File: src/rtl/v74x148_pkg.sv
// Shared definitions for the registered 74x148-style priority encoder:
// default input count, controller states and the encoded-width helper.
package v74x148_pkg;

  // Default number of active-low request lines.
  localparam int N_IN_DEF = 8;

  // Controller states: nothing held, or a code held until ACK.
  typedef enum logic {
    IDLE = 1'b0,
    HOLD = 1'b1
  } state_t;

  // Encoded index width for a given request count (never narrower than 1).
  function automatic int aw_of(input int n);
    return (n < 2) ? 1 : $clog2(n);
  endfunction

endpackage

File: src/rtl/v74x148_sync_encoder_prio_search.sv
// Combinational priority search over an active-high request vector.
// The search begins at index 'start' and descends with wrap-around
// (start, start-1, ..., 0, N_IN-1, ...). The first request hit is reported.
// With start tied to N_IN-1 this is plain 74x148 fixed priority.
module prio_search #(
  parameter int N_IN = 8,
  parameter int AW   = 3
) (
  input  logic [N_IN-1:0] req,
  input  logic [AW-1:0]   start,
  output logic            found,
  output logic [AW-1:0]   idx
);

  logic [AW-1:0] cand;

  // Walk from the lowest search priority up to the highest so the
  // highest-priority hit overwrites the others; wrap comes from AW-bit math.
  always_comb begin
    found = 1'b0;
    idx   = '0;
    cand  = '0;
    for (int i = N_IN - 1; i >= 0; i--) begin
      cand = start - AW'(i);
      if (req[cand]) begin
        found = 1'b1;
        idx   = cand;
      end
    end
  end

endmodule

File: src/rtl/v74x148_sync_encoder.sv
// Registered 8-to-3 (generally N_IN-to-AW) priority encoder with a
// VALID/ACK hold. A captured index is presented active-low on A_L and held
// until ACK; the outputs mirror the 74x148 (GS_L, EO_L) so A_L can drive
// the existing 74x139-style decoder path after inversion.
// Optional build macro: V74X148_ROUND_ROBIN_EN adds a rotating search
// pointer so repeated requests are granted in turn instead of by fixed order.
module v74x148_sync_encoder
  import v74x148_pkg::*;
#(
  parameter  int N_IN = N_IN_DEF,
  localparam int AW   = aw_of(N_IN)
) (
  input  logic            CLK,
  input  logic            RESET,
  input  logic            EI_L,
  input  logic [N_IN-1:0] I_L,
  input  logic            ACK,
  output logic [AW-1:0]   A_L,
  output logic            GS_L,
  output logic            EO_L,
  output logic            VALID
);

  state_t        state;
  logic [AW-1:0] start_idx;
  logic          found;
  logic [AW-1:0] hit_idx;
  logic          capture;

  // Requests are active-low on the pins; the search works active-high.
  prio_search #(
    .N_IN (N_IN),
    .AW   (AW)
  ) u_search (
    .req   (~I_L),
    .start (start_idx),
    .found (found),
    .idx   (hit_idx)
  );

  // A capture happens only from IDLE while enabled with at least one request.
  assign capture = (state == IDLE) && !EI_L && found;

`ifdef V74X148_ROUND_ROBIN_EN
  logic [AW-1:0] ptr;

  // Rotate the search start to just below the last granted index.
  always_ff @(posedge CLK or posedge RESET) begin
    if (RESET) begin
      ptr <= AW'(N_IN - 1);
    end else if (capture) begin
      ptr <= hit_idx - AW'(1);
    end
  end

  assign start_idx = ptr;
`else
  assign start_idx = AW'(N_IN - 1);
`endif

  // Capture/hold/release controller and registered encoder outputs.
  always_ff @(posedge CLK or posedge RESET) begin
    if (RESET) begin
      state <= IDLE;
      A_L   <= '1;
      GS_L  <= 1'b1;
      EO_L  <= 1'b1;
    end else begin
      EO_L <= ~(!EI_L && (&I_L));
      case (state)
        IDLE: begin
          if (capture) begin
            A_L   <= ~hit_idx;
            GS_L  <= 1'b0;
            state <= HOLD;
          end
        end
        HOLD: begin
          if (ACK) begin
            A_L   <= '1;
            GS_L  <= 1'b1;
            state <= IDLE;
          end
        end
        default: begin
          A_L   <= '1;
          GS_L  <= 1'b1;
          state <= IDLE;
        end
      endcase
    end
  end

  // VALID is simply the active-high view of the registered group select.
  assign VALID = ~GS_L;

endmodule

File: config.mk
export PLATFORM = sky130hd
export DESIGN_NAME = v74x148_sync_encoder
export DESIGN_NICKNAME = d
export VERILOG_FILES = /design/src/rtl/v74x148_pkg.sv /design/src/rtl/v74x148_sync_encoder_prio_search.sv /design/src/rtl/v74x148_sync_encoder.sv
export SDC_FILE = /design/constraint.sdc
export NUM_CORES = 1
export LEC_CHECK = 0
export CAP_MARGIN = 20
export CORE_AREA = 2 2 39 41
export CTS_CLUSTER_DIAMETER = 150
export DETAILED_ROUTE_END_ITERATION = 8
export DIE_AREA = 0 0 41 43
export GPL_TIMING_DRIVEN = 0
export PLACE_DENSITY = 0.59
export SYNTH_ARGS = -nofsm -noshare
export SYNTH_HDL_FRONTEND = slang
export SYNTH_SLANG_ARGS = --single-unit
File: constraint.sdc
create_clock -name CLK -period 2.3 [get_ports CLK]
set_clock_uncertainty 0.1 [all_clocks]
set_input_delay 0.46 -clock CLK [delete_from_list [all_inputs] [get_ports CLK]]
set_output_delay 0.46 -clock CLK [all_outputs]
set_load 0.02 [all_outputs]
; ---- Word level (Yosys, flattened, before mapping)
; Cells that the tools add are included.
[totals]
reg_bits = 6
in_bits = 12
out_inout_bits = 6
wordCells = 41
[classes]
n_mux = 24
n_reduce_logical = 6
n_bitwise = 5
n_eq_ne = 2
[ops]
columns = op, n
row1 = $mux W3, 6
row2 = $mux W1, 13
row3 = $not A8 Y8, 1
row4 = $reduce_and A8 Y1, 1
row5 = $pmux W3 S2, 1
row6 = $mux W2, 2
row7 = $ne A2 B2 Y1 const B, 2
row8 = $pmux W1 S2, 2
row9 = $logic_and A1 B1 Y1, 3
row10 = $not A1 Y1, 3
row11 = $not A3 Y3, 1
row12 = $reduce_and A2 Y1, 1
row13 = $logic_not A1 Y1, 1

; ---- Depth between registers and ports, before layout
; Gate-level depths: netlist of the first run.
[logic_depth]
depth_word = 12
mapped_depth = 4
ltp_nobuf = 4

; ---- Cells and area by module
; Synthesis of the first run repeated with hierarchy kept, for this count alone.
[unflattened]
hier_cells = 122
area_unflattened_um2 = 1108.6
[modules_own_cells]
columns = module, seq_area_each_um2, cells_each, area_each_um2, instances
row1 = prio_search, 0.0, 85, 759.5, 1
row2 = v74x148_sync_encoder, 156.4, 37, 349.1, 1

; ---- Worst setup path before layout of the first run
; OpenSTA, ideal clock, no wires.
[synth_timing]
path_kind = flip-flop to output port
from = register GS_L
to = output VALID
required_time_ns = 1.740
setup_slack_ns = 1.042
path_buffers = 0
arrival_time_ns = 0.698
path_stages_with_launch = 2
cell_sequence = dfstp_2 -> inv_1
[synth_via]
elab_chain_cells = 1
[synth_lines]
columns = element, line
row1 = from (decl), v74x148_sync_encoder.sv:19  ; output logic GS_L,
row2 = from (signal assigned), v74x148_sync_encoder.sv:66  ; GS_L <= 1'b1;
row3 = from (signal assigned), v74x148_sync_encoder.sv:74  ; GS_L <= 1'b0;
row4 = from (signal assigned), v74x148_sync_encoder.sv:81  ; GS_L <= 1'b1;
row5 = $not A1 Y1, v74x148_sync_encoder.sv:95  ; assign VALID = ~GS_L;
row6 = to (decl), v74x148_sync_encoder.sv:21  ; output logic VALID
; Every way passes these cells.

; ---- Worst setup path in the final report of the first run
[layout_timing]
from = register GS_L
to = output GS_L
; No word-level cell between the ends.

==> results of run 1 <==
## cell usage after synthesis
master	number	share of area (%)
dfstp_2	5	42
inv_1	5	6.0
a21oi_1	4	6.4
o21ai_0	3	4.8
a31oi_1	2	4.0
nand2_1	2	2.4
nand4_2	2	8.0
a221oi_1	1	2.8
a22o_1	1	2.8
dfrtp_1	1	8.0
nand3_1	1	1.6
nor2_2	1	2.0
o21a_1	1	2.4
o21ai_4	1	5.2
or3_1	1	2.0
## worst register-to-register path, delay by kind of cell, from the launching register on
family	cells	cell delay, ns
simple gates	1	0.24
flops	1	0.45
compound gates	3	0.32
## metal layers
metal  track usage [%]  vias to the layer above  wire, microns
li1                  -                      153              -
met1              9.77                      135            274
met2              13.1                       21            306
met3              2.09                        2             96
met4              8.00                        0             14
met5                 0                        -              0
## cell families (layout without fill, tap and decap cells)
family	after synthesis	count (layout)
compound gates	13	13
buf+inv	5	26
flops	6	6
simple gates	7	7
## layout make-up
| class | instances | area (sq um) |
|---|---|---|
| Multi-Input combinational cell | 20 | 139 |
| Clock buffer | 4 | 26.3 |
| Timing Repair Buffer | 17 | 170 |
| Tap cell | 16 | 20.0 |
| Inverter | 5 | 18.8 |
| Sequential cell | 6 | 156 |
| Fill cell | 167 | 853 |
## power by group through the flow
| stage | Sequential, uW | Combinational, uW | Clock (uW) |
|---|---|---|---|
| floorplan | 169 | 39.3 | 0 |
| global placement | 150 | 126 | 0 |
| detailed placement | 150 | 127 | 0 |
| CTS | 149 | 128 | 113 |
| global route | 150 | 136 | 117 |
| finish | 148 | 126 | 109 |
## per-stage QoR
stage / utilization (%) / std cells
2_1_floorplan: - / 31
3_3_place_gp: 36.4 / 64
3_5_place_dp: 36.4 / 64
4_1_cts: 38.3 / 68
5_1_grt: 38.3 / 68
6_report: 38.3 / 68
## worst max path at each step
stage | startpoint | to | slack, ns | cells past startpoint
3_3_place_gp | I_L[6] | A_L[0]$_DFFE_PP1P_ | 0.56 | 5
2_1_floorplan | GS_L$_DFFE_PP1P_ | VALID | 1.04 | 1
6_report | GS_L$_DFFE_PP1P_ | GS_L | 0.37 | 1
5_1_grt | GS_L$_DFFE_PP1P_ | GS_L | 0.33 | 1
3_5_place_dp | I_L[6] | A_L[1]$_DFFE_PP1P_ | 0.55 | 5
4_1_cts | GS_L$_DFFE_PP1P_ | GS_L | 0.35 | 1
## sequential cells by signal, summed over array words and instances, names as in the netlist
register / cells
GS_L: 1
EO_L: 1
A_L: 3
state: 1
==> metrics.md, run 1 <==
| Metric | Value |
|---|---|
| Via count of the first global-routing pass | `285` |
| Pre-CTS setup slack | `0.553 ns` |
| Buf+Inv Stages, Crit Path | `1` |
| Crit-path cells | `clkdlybuf4s50_1` |
| Critical R2R Launch | `state$_DFF_PP0_` |
| Post-Synth Adder-Cell Area | `0%` |
| Net Count, Synth | `43` |
| Die width | `41 microns` |
| Core area | `0.00138 sq mm` |
| Pre-antenna DRT Iters | `4` |
| Maximum vdd drop | `0.000170 V` |
| Maxcap violations | `0` |
| Overall routed net length | `690 microns` |
| Design Area, Final | `531 sq um` |
| Seq/Total Area, Yosys | `49.8%` |
| Die H | `43 microns` |
| Xor/xnor share of the synthesized area | `0%` |
| Reg2reg setup slack | `1.12 ns` |
| Slowest Stage Delay on Critical Path | `0.59 ns` |
| Mux contribution to synthesized area | `0%` |
| Final Max Tran Viols | `0` |
| Outcome | `finished, final reports clean` |
| NumNets Final | `65` |
| Leakage | `0.000215 uW` |
| Synth Area in Compound Gates | `28.3%` |
| Total GRT Usage | `8.87%` |
| Gpl congestion | `0.642` |
| Largest net degree at the start of global routing | `7` |
| Setup Buffers After CTS | `0` |
| R2r endpoint | `A_L[1]$_DFFE_PP1P_` |
| CP delay by family, top | `buffers and inverters` |
| Global-route wire length before repair | `1.04 mm` |
| Reg2Reg Depth | `4` |
| Yosys reg bits | `6` |
| Drt first-iter violations | `12` |
| Buffers on Ports | `17` |
| Post-DP HPWL | `567 microns` |
| Worst slew margin | `83.6%` |
| Power density cells | `722 mW/mm^2` |
| Diode count | `0` |
| Crit path max-delay cell type | `clkdlybuf4s50_1` |
| Wire per inst | `10.1 microns` |
| Sw power | `115 uW` |
| Period minus WS final | `1.93 ns` |
| Final Cycle Share | `84.1%` |
| Cell area after synthesis | `314 sq um` |
| WHS | `0.318 ns` |
| Clk pin slew, worst setup/hold paths | `0.05 ns` |
| Critical path launch point type | `register` |
| CTS root buffer | `clkbuf_4` |
| Total design power | `383 uW` |
| Layout cell share with drive strength beyond 1 | `23.1%` |
| Gr ovfl total | `0` |
| Final count of negative-setup-slack endpoints | `0` |
| YS warnings | `0` |
| PostCTS Resize Cnt | `0` |
| Area grow syn2layout | `68.9%` |
| Required time worst endpoint | `1.74 ns` |
| Clock Sinks | `6` |
| Area after DPL | `504 sq um` |
| Worst setup EP type | `output pin` |
| FP Rows | `14` |
| Worst Path Max Fanout | `3` |
| Commonest cells after routing, fill and taps aside | `clkdlybuf4s50_1, dfstp_2, inv_1` |
| CTS tree | `yes` |
| Combinational power share | `32.9%` |
| Residual DRC | `0` |
| Largest family of logic cells by synthesized area | `compound AO/OA/AOI/OAI gates` |
| Sw Ratio | `29.9%` |
| CTS Buf Count | `3` |
| DRT antenna net count | `0` |
| Via count | `311` |
| Critical path class | `reg -> out` |
| Io pins | `18` |
| Slew @ Worst Pin | `0.246 ns` |
| Hold buffers post-CTS | `0` |
| Worst EP arrival | `1.37 ns` |
| RSZ-0062 raised after global routing | `no` |
| Fmax | `0.517 GHz` |
| Initial antenna violation count | `0` |
| H-tree depth | `1` |
| Pint | `268 uW` |
| Simple-gate area share of the yosys netlist | `15.9%` |
| Distinct cell type count after synthesis | `15` |
| Syn Inst Count | `31` |
| Sequential Power Share | `38.7%` |
| Classification of the worst-slack hold path | `in -> async` |
| Mapped Avg Cell Area | `10.1 sq um` |
| Clock share of power | `28.4%` |
| Longest Clk Path Bufs | `2` |
| Clk Latency, worst-skew pair | `0.25 ns` |
| Vias per cell | `4.57` |
| Setup_tns | `0 ns` |
| Final Hold Viols | `0` |
| Starting density of the core | `22.7%` |
| Commonest non-fill, non-tap cell in the layout | `clkdlybuf4s50_1` |
| Die area | `0.00176 sq mm` |
| Min setup slack post-route | `0.366 ns` |
Power figures use the tool's default switching activity.
==> inputs of run 2 (changes only) <==
--- a/config.mk
+++ b/config.mk
@@ -11,7 +11,7 @@
 export DETAILED_ROUTE_END_ITERATION = 8
 export DIE_AREA = 0 0 41 43
 export GPL_TIMING_DRIVEN = 0
-export PLACE_DENSITY = 0.59
+export PLACE_DENSITY = 0.61
 export SYNTH_ARGS = -nofsm -noshare
 export SYNTH_HDL_FRONTEND = slang
 export SYNTH_SLANG_ARGS = --single-unit
==> constraint.sdc (replaced) <==
create_clock -name CLK -period 1.75 [get_ports CLK]
set_clock_uncertainty 0.1 [all_clocks]
set_input_delay 0.35 -clock CLK [delete_from_list [all_inputs] [get_ports CLK]]
set_output_delay 0.35 -clock CLK [all_outputs]
set_load 0.02 [all_outputs]
==> metrics.md, run 2 (synthesis results as in run 1) <==
| Metric | Value |
|---|---|
| Die H | `43 microns` |
| CP startpoint | `GS_L$_DFFE_PP1P_` |
| Final Max Tran Viols | `0` |
| Total GRT Usage | `9.37%` |
| Die area | `0.00176 sq mm` |
| FP Rows | `14` |
| Maximum vdd drop | `0.000215 V` |
| Inst Count DP | `64` |
| Global-route wire length before repair | `1.09 mm` |
| Final Hold Viols | `0` |
| Overall routed net length | `697 microns` |
| Buffers on Ports | `17` |
| Final count of negative-setup-slack endpoints | `0` |
| CTS root buffer | `clkbuf_4` |
| Leakage | `0.000218 uW` |
| Crit path max-delay cell type | `dfstp_2` |
| Largest Register | `A_L` |
| Period minus WS final | `1.56 ns` |
| Pre-CTS setup slack | `0.107 ns` |
| Initial antenna violation count | `0` |
| Critical R2R Launch | `state$_DFF_PP0_` |
| NumNets Final | `65` |
| Clk Latency, worst-skew pair | `0.25 ns` |
| Setup_tns | `0 ns` |
| Area grow syn2layout | `66.5%` |
| Starting density of the core | `22.7%` |
| Filler instances | `148` |
| Die width | `41 microns` |
| Io pins | `18` |
| Vias per cell | `4.47` |
| Gpl congestion | `0.637` |
| Drt first-iter violations | `8` |
| Clock Sinks | `6` |
| Layout cell share with drive strength beyond 1 | `23.1%` |
| Wire per inst | `10.3 microns` |
| RSZ-0062 raised after global routing | `no` |
| Commonest non-fill, non-tap cell in the layout | `clkdlybuf4s50_1` |
| Power density cells | `923 mW/mm^2` |
| Reg2reg setup slack | `0.59 ns` |
| Required time worst endpoint | `1.30 ns` |
| H-tree depth | `1` |
| Max reg flops | `3` |
| Via count | `304` |
| Slew @ Worst Pin | `0.246 ns` |
| Critical path class | `reg -> out` |
| R2r endpoint | `A_L[1]$_DFFE_PP1P_` |
| Longest Clk Path Bufs | `2` |
| Crit-path cells | `inv_1, dlygate4sd2_1` |
| Maxcap violations | `0` |
| Min setup slack post-route | `0.186 ns` |
| CTS tree | `yes` |
| Worst EP arrival | `1.11 ns` |
| Outcome | `finished, final reports clean` |
| Pre-antenna DRT Iters | `3` |
| Worst slew margin | `83.6%` |
| Non-Filler Instances | `68` |
| Gr ovfl total | `0` |
| Worst Path Max Fanout | `3` |
| Final Cycle Share | `89.4%` |
| Slowest Stage Delay on Critical Path | `0.53 ns` |
| Fmax | `0.640 GHz` |
| Residual DRC | `0` |
| Via count of the first global-routing pass | `272` |
| Diode count | `0` |
| DRT antenna net count | `0` |
| Critical path launch point type | `register` |
| Classification of the worst-slack hold path | `in -> async` |
| CTS Buf Count | `3` |
| Largest net degree at the start of global routing | `7` |
| Worst setup EP type | `output pin` |
| Reg2Reg Depth | `4` |
| Commonest cells after routing, fill and taps aside | `clkdlybuf4s50_1, dlygate4sd2_1, dfstp_2, inv_1, a21oi_1` |
| Core area | `0.00138 sq mm` |
| Clk pin slew, worst setup/hold paths | `0.05 ns` |
-- run 2: changes by cell type in the layout (fill, tap and decap cells not counted) --
cell / change
clkdlybuf4s50_1: -6
dlygate4sd2_1: +6
-- run 2: worst max-delay path: cells and delay by family, from the launching register on --
| kind | cells | cell delay [ns] |
|---|---|---|
| DFF | 1 | 0.53 |
| buffers and inverters | 2 | 0.34 |
-- run 2: report_power, final --
part / total (uW) / internal [uW] / switching (uW)
logic: 147 / 69.9 / 77.1
clock network: 141 / 86.6 / 54.4
registers: 195 / 177 / 17.2
total: 483 / 334 / 149
-- run 2: final cells by class --
cell class | instances | area (sq um) | share of cell area, %
Clock buffer | 4 | 26.3 | 5.02
Inverter | 5 | 18.8 | 3.59
Multi-Input combinational cell | 20 | 139 | 26.6
Sequential cell | 6 | 156 | 29.9
Tap cell | 16 | 20.0 | 3.83
Timing Repair Buffer | 17 | 163 | 31.1
-- run 2: stage by stage --
stage          hold WS [ns]  total power (uW)  instance area [sq um]  utilization [%]
5_1_grt               0.258               510                    523             37.8
4_1_cts               0.223               491                    523             37.8
3_5_place_dp          0.440               366                    504             36.4
3_3_place_gp          0.435               362                    504             36.4
6_report              0.215               483                    523             37.8
2_1_floorplan        0.0373               274                    314                -
-- run 2: how the worst max path moves through the flow --
stage / end / slack (ns) / cells after the start
after floorplan: VALID / 0.60 / 1
after global placement: A_L[0]$_DFFE_PP1P_ / 0.12 / 5
after detailed placement: state$_DFF_PP0_ / 0.11 / 4
after CTS: VALID / 0.17 / 2
after global routing: VALID / 0.14 / 2
final: VALID / 0.19 / 2
-- run 2: per-layer routing --
| metal | up-vias | share of wire, % | routed length, microns | global-route usage [%] |
|---|---|---|---|---|
| li1 | 154 | - | - | - |
| met5 | - | 0 | 0 | 0 |
| met4 | 0 | 0 | 0 | 8.00 |
| met2 | 17 | 46 | 321 | 14.1 |
| met1 | 133 | 39 | 271 | 10.1 |
| met3 | 0 | 15 | 104 | 2.62 |
-- run 2: repair_timing --
item / in CTS / in global routing
setup endpoints to repair: 6 / 0
resized for setup: 6 / 0
hold buffers: 0 / 0
setup buffers: 0 / 0
==> inputs of run 3 (changes only) <==
--- a/config.mk
+++ b/config.mk
@@ -11,6 +11,7 @@
 export DETAILED_ROUTE_END_ITERATION = 8
 export DIE_AREA = 0 0 41 43
 export GPL_TIMING_DRIVEN = 0
+export HOLD_SLACK_MARGIN = 0.1
 export PLACE_DENSITY = 0.61
 export SYNTH_ARGS = -nofsm -noshare
 export SYNTH_HDL_FRONTEND = slang
==> results of run 3 <==
The final DEF is identical to that of run 2; final timing and power are the same.
